==> config.mk <==
export PLATFORM = sky130hd
export DESIGN_NAME = mem_stage
export DESIGN_NICKNAME = d
export VERILOG_FILES = /design/src/rtl/mem_pkg.sv /design/src/rtl/dm_timeout_ctr.sv /design/src/rtl/mem_stage.sv
export SDC_FILE = /design/constraint.sdc
export NUM_CORES = 1
export LEC_CHECK = 0
export ABC_AREA = 0
export CORE_MARGIN = 2
export CORE_UTILIZATION = 39
export DETAILED_ROUTE_END_ITERATION = 6
export HOLD_SLACK_MARGIN = 0.03
export PLACE_DENSITY = 0.85
export SLEW_MARGIN = 25
export SYNTH_ARGS = -nofsm -noshare
export SYNTH_HDL_FRONTEND = slang
export SYNTH_SLANG_ARGS = --single-unit
==> constraint.sdc <==
create_clock -name clk -period 2 [get_ports clk]
set_input_delay 0.2 -clock clk [delete_from_list [all_inputs] [get_ports clk]]
set_output_delay 0.2 -clock clk [all_outputs]
set_load 0.01 [all_outputs]
==> src/rtl/mem_pkg.sv <==
// Shared definitions for the MEM pipeline stage: FSM states, M-field bit
// positions and the default request timeout.
package mem_pkg;

  typedef enum logic {
    IDLE = 1'b0,
    BUSY = 1'b1
  } state_t;

  localparam int MEM_READ        = 1;
  localparam int MEM_WRITE       = 0;
  localparam int TIMEOUT_DEFAULT = 255;

  // Any of MemRead/MemWrite on a valid instruction makes it a memory op.
  function automatic logic is_mem_op(input logic valid, input logic [1:0] m);
    return valid && (m[MEM_READ] || m[MEM_WRITE]);
  endfunction

endpackage

==> src/rtl/dm_timeout_ctr.sv <==
// BUSY-cycle counter for outstanding data-memory requests; tc flags the
// last cycle a request may still be answered.
module dm_timeout_ctr
  import mem_pkg::*;
#(
  parameter int TIMEOUT = TIMEOUT_DEFAULT
) (
  input  logic clk,
  input  logic rst,
  input  logic clr,
  input  logic inc,
  output logic tc
);

  localparam int            CW   = (TIMEOUT > 1) ? $clog2(TIMEOUT) : 1;
  localparam logic [CW-1:0] LAST = CW'(TIMEOUT - 1);

  logic [CW-1:0] count_reg;

  always_ff @(posedge clk or negedge rst) begin
    if (!rst) begin
      count_reg <= '0;
    end else if (clr) begin
      count_reg <= '0;
    end else if (inc) begin
      count_reg <= count_reg + 1'b1;
    end
  end

  assign tc = (count_reg == LAST);

endmodule

==> src/rtl/mem_stage.sv <==
// MEM pipeline stage: passes non-memory instructions straight through and
// runs aligned loads/stores as a stalled request/ack handshake with timeout.
module mem_stage
  import mem_pkg::*;
#(
  parameter int TIMEOUT = TIMEOUT_DEFAULT
) (
  input  logic        clk,
  input  logic        rst,
  input  logic        in_valid,
  input  logic [1:0]  EX_MEM_M,
  input  logic [1:0]  EX_MEM_WB,
  input  logic [31:0] EX_MEM_ALU,
  input  logic [31:0] EX_MEM_WD,
  input  logic [4:0]  EX_MEM_WReg,
  output logic        dm_req,
  output logic        dm_we,
  output logic [31:0] dm_addr,
  output logic [31:0] dm_wdata,
  input  logic        dm_ack,
  input  logic [31:0] dm_rdata,
  output logic [1:0]  WB,
  output logic [4:0]  WReg,
  output logic [31:0] RD,
  output logic [31:0] ALU,
  output logic        wb_en,
  output logic        mem_stall,
  output logic        mem_fault
);

  state_t      state_reg;
  state_t      state_next;
  logic [31:0] addr_reg;
  logic [31:0] wdata_reg;
  logic [4:0]  wreg_reg;
  logic [1:0]  wb_reg;
  logic        we_reg;

  logic mem_op;
  logic misaligned;
  logic start;
  logic busy;
  logic tc;

  assign mem_op     = is_mem_op(in_valid, EX_MEM_M);
  assign misaligned = (EX_MEM_ALU[1:0] != 2'b00);
  assign start      = (state_reg == IDLE) && mem_op && !misaligned;
  assign busy       = (state_reg == BUSY);

  dm_timeout_ctr #(
    .TIMEOUT(TIMEOUT)
  ) u_timeout (
    .clk(clk),
    .rst(rst),
    .clr(start),
    .inc(busy && !dm_ack),
    .tc (tc)
  );

  always_ff @(posedge clk or negedge rst) begin
    if (!rst) begin
      state_reg <= IDLE;
    end else begin
      state_reg <= state_next;
    end
  end

  // A store wins when both MemRead and MemWrite are set, so only the write bit is kept.
  always_ff @(posedge clk or negedge rst) begin
    if (!rst) begin
      addr_reg  <= '0;
      wdata_reg <= '0;
      wreg_reg  <= '0;
      wb_reg    <= '0;
      we_reg    <= 1'b0;
    end else if (start) begin
      addr_reg  <= EX_MEM_ALU;
      wdata_reg <= EX_MEM_WD;
      wreg_reg  <= EX_MEM_WReg;
      wb_reg    <= EX_MEM_WB;
      we_reg    <= EX_MEM_M[MEM_WRITE];
    end
  end

  always_comb begin
    state_next = state_reg;
    case (state_reg)
      IDLE: if (start) state_next = BUSY;
      BUSY: if (dm_ack || tc) state_next = IDLE;
      default: state_next = IDLE;
    endcase
  end

  always_comb begin
    wb_en     = 1'b0;
    WB        = EX_MEM_WB;
    WReg      = EX_MEM_WReg;
    ALU       = EX_MEM_ALU;
    RD        = '0;
    mem_stall = 1'b0;
    mem_fault = 1'b0;
    case (state_reg)
      IDLE: begin
        if (mem_op) begin
          if (misaligned) begin
            wb_en     = 1'b1;
            WB        = 2'b00;
            mem_fault = 1'b1;
          end else begin
            mem_stall = 1'b1;
          end
        end else begin
          wb_en = in_valid;
        end
      end
      BUSY: begin
        WB   = wb_reg;
        WReg = wreg_reg;
        ALU  = addr_reg;
        // An ack arriving on the terminal-count cycle still completes normally.
        if (dm_ack) begin
          wb_en = 1'b1;
          RD    = we_reg ? 32'h0 : dm_rdata;
        end else if (tc) begin
          wb_en     = 1'b1;
          WB        = 2'b00;
          mem_fault = 1'b1;
        end else begin
          mem_stall = 1'b1;
        end
      end
      default: begin
        wb_en = 1'b0;
      end
    endcase
  end

  assign dm_req   = busy;
  assign dm_we    = busy && we_reg;
  assign dm_addr  = busy ? addr_reg : 32'h0;
  assign dm_wdata = busy ? wdata_reg : 32'h0;

endmodule

==> results_dict.tcl <==
set metrics [dict create \
    status "finished, violations left" \
    violations "setup timing" \
    clockPowerShare_pct 25.9 \
    internal_power_mw 3.54 \
    synth_edf_count 0 \
    n_fill_cell 848 \
    start_util_pct 40.1 \
    design_area_um2 7330 \
    busiest_layer "met2" \
    die_w_um 110 \
    drc 0 \
    cts_max_level 3 \
    clk_pin_slew_ns 0.09 \
    setup_viol 2 \
    antenna_found_initial 0 \
    grt_util_met1_pct 23.5 \
    avgSynthCellArea_um2 12.1 \
    drt_iter0_markers 148 \
    drtPass1Iterations 4 \
    grt_overflow 0 \
    use_met3_pct 5.69 \
    numCtsBuffers 9 \
    r2r_end "addr_reg[13]$_DFFE_PN0P_" \
    min_period_ns 2.01 \
    async_flop_share_pct 100 \
    crit_type "reg -> out" \
    worst_pin_slew_ns 0.516 \
    syn_nets 472 \
    layout-drive-gt1-share_pct 24.2 \
    rows 38 \
    finalCritPeriodShare_pct 100 \
    synthTopCellsByArea "dfrtp_1 46%, mux2_2 16%, and2_1 14%" \
    setup_ws_ns -0.00897 \
    path_cells "inv_1 > ha_1 > nand3_2 > or3_4 > a32o_2 > buf_2" \
    grt_pass1_vias 3716 \
    critical_path.startpoint "u_timeout.count_reg[0]$_DFFE_PN0P_" \
    hold_class "in -> async" \
    diodes 0 \
    dp_hpwl_mm 9.49 \
    ctsLongestPathBuffers 2 \
    wl_per_cell_um 16.8 \
    ys_warn_count 0 \
    pwr_density_cell_nw_per_um2 667 \
    grt_pass1_wl_mm 18.7 \
    final-instance-count-excl-fill 771 \
    die-area_um2 12100 \
    cts.sinks 81 \
    num_vias 3738 \
    r2r_start "dm_req$_DFF_PN0_" \
    cts_tree "built" \
    slew_viol_final 0 \
    ant_nets 0 \
    slew_headroom_pct 65.6 \
    cp-end-kind "output pin" \
    ys_seq_area_share_pct 46.4 \
    cpMaxStageDelayCell "dfrtp_1" \
    synth-main-ff-cell "dfrtp_1" \
    pin_count 249 \
    via_per_inst 4.85 \
    clkLatencyLatePin_ns 0.35 \
    met2_usage_pct 35.9 \
    clockRootBuffer "clkbuf_8" \
    required_ns 1.80 \
    p_switching_mw 1.34 \
    crit_family "simple AND/OR/NAND/NOR gates" \
    netlist_instances 361 \
    rr_worst_depth 4 \
    fmaxAchievable_mhz 498 \
    nNetsFinal 737 \
    crit_buf_inv 2 \
    synth_common_cells "97 x and2_1, 81 x dfrtp_1, 62 x mux2_2" \
    synth.most_common_cell "and2_1" \
    syn2layout_area_growth_pct 67.8 \
    switching_share_pct 27.5 \
    critPathLaunchType "flip-flop" \
    seqPwrFrac_pct 45.0 \
    yosysTopAreaCell "dfrtp_1" \
    rrSetupSlack_ns 0.15 \
    power_frac_comb_pct 29.1 \
    routed_wl_mm 12.9 \
    dpl_cell_area_um2 7040 \
    place_congestion 0.755 \
    port-buffer-count 248 \
    synth_area_um2 4370 \
    cpPeakStageDelay_ns 0.38 \
    netlist-cell-type-count 36 \
    grt_setup_unrepaired "yes" \
    peakVddDrop_mv 0.601 \
    leakage_nw 3.77 \
    core_area_um2 10900 \
    drv_cap 0 \
    dp.cells 745 \
    path_max_fanout 3 \
    grt_start_max_net_pins 44 \
    synth_top_area_share_pct 46.4 \
    utilization_pct 67.3 \
    track_usage_pct 20.3 \
    ys_ff_latch 81 \
    fp.dieH_um 110 \
    arrival_ns 1.81 \
    fin_skew_ns 0.0124 \
    hold_viol 0 \
]
-- repair_timing --
item | CTS | global route
cloned | 2 | 2
endpoints found under the setup margin | 123 | 68
setup buffers | 4 | 1
pin swaps | 1 | 0
hold buffers | 1 | 0
resized for setup | 149 | 70
endpoints found under the hold margin | 38 | 0
-- worst register-to-register path, stage by stage, from the launching register on --
cell and delay, ns:
dfrtp_2 0.49, or3_1 0.40, nor2_4 0.19, buf_4 0.29, mux2_2 0.37
-- how the worst max path moves through the flow --
stage                                      endpoint  slack [ns]  cells past startpoint
final                                         WB[1]      -0.009                      6
after global placement                        WB[1]        -0.1                      4
after floorplan           wdata_reg[18]$_DFFE_PN0P_        0.29                      6
after global routing                          WB[1]       -0.10                      6
after detailed placement                      WB[1]       -0.11                      4
after CTS                                     WB[0]       -0.03                      6
-- cells by family (layout without fill, tap and decap cells) --
group / count (synthesis) / after routing / share of synthesized area (%)
mux: 110 / 110 / 28.3
flops: 81 / 81 / 46.4
simple gates: 121 / 121 / 16.8
fa+ha+maj: 2 / 2 / 0.573
compound gates: 19 / 19 / 3.15
xor+xnor: 1 / 1 / 0.201
buf+inv: 27 / 297 / 4.53
-- area by class of cell --
cell class                      count  area (µm²)  share of cell area (%)
Clock buffer                       11         151                    2.07
Tap cell                          140         175                    2.39
Clock inverter                      5        63.8                   0.871
Sequential cell                    81        2030                    27.7
Timing Repair Buffer              279        2740                    37.5
Inverter                            2        7.51                   0.102
Multi-Input combinational cell    253        2160                    29.4
-- metal layers --
metal  vias up  share of wire, %
met5         -                 0
met4         0               1.6
met3        13               7.6
met2       146                52
met1      1820                39
li1       1759                 -
-- stage by stage --
stage	hold slack (ns)	TNS (ns)	power [mW]	setup slack [ns]
global route	0.378	-0.243	5.20	-0.103
finish	0.354	-0.00940	4.89	-0.00897
floorplan	-0.0956	0	2.87	0.286
detailed placement	0.217	-5.50	3.71	-0.110
global placement	0.204	-3.97	3.64	-0.0950
CTS	0.373	-0.0743	4.96	-0.0330
-- power groups by stage --
stage / combinational [mW] / clock [mW] / sequential, mW
floorplan: 0.698 / 0 / 2.17
global placement: 1.44 / 0 / 2.20
detailed placement: 1.48 / 0 / 2.23
CTS: 1.44 / 1.31 / 2.20
global route: 1.55 / 1.40 / 2.25
finish: 1.42 / 1.27 / 2.20
-- cells in the final DEF, fill, tap and decap left out, drive strengths merged, types with 3 or more instances in the layout --
master / n
dlygate4sd2: 59
or3: 3
dfrtp: 81
dlymetal6s2s: 30
clkinv: 3
buf: 32
clkdlybuf4s50: 122
nor2: 7
nand2: 5
clkdlybuf4s15: 3
and2: 97
clkbuf: 41
o22ai: 3
mux2: 107
mux2i: 3
o21ai: 5
Note: power is estimated with default switching activity, not from simulation.
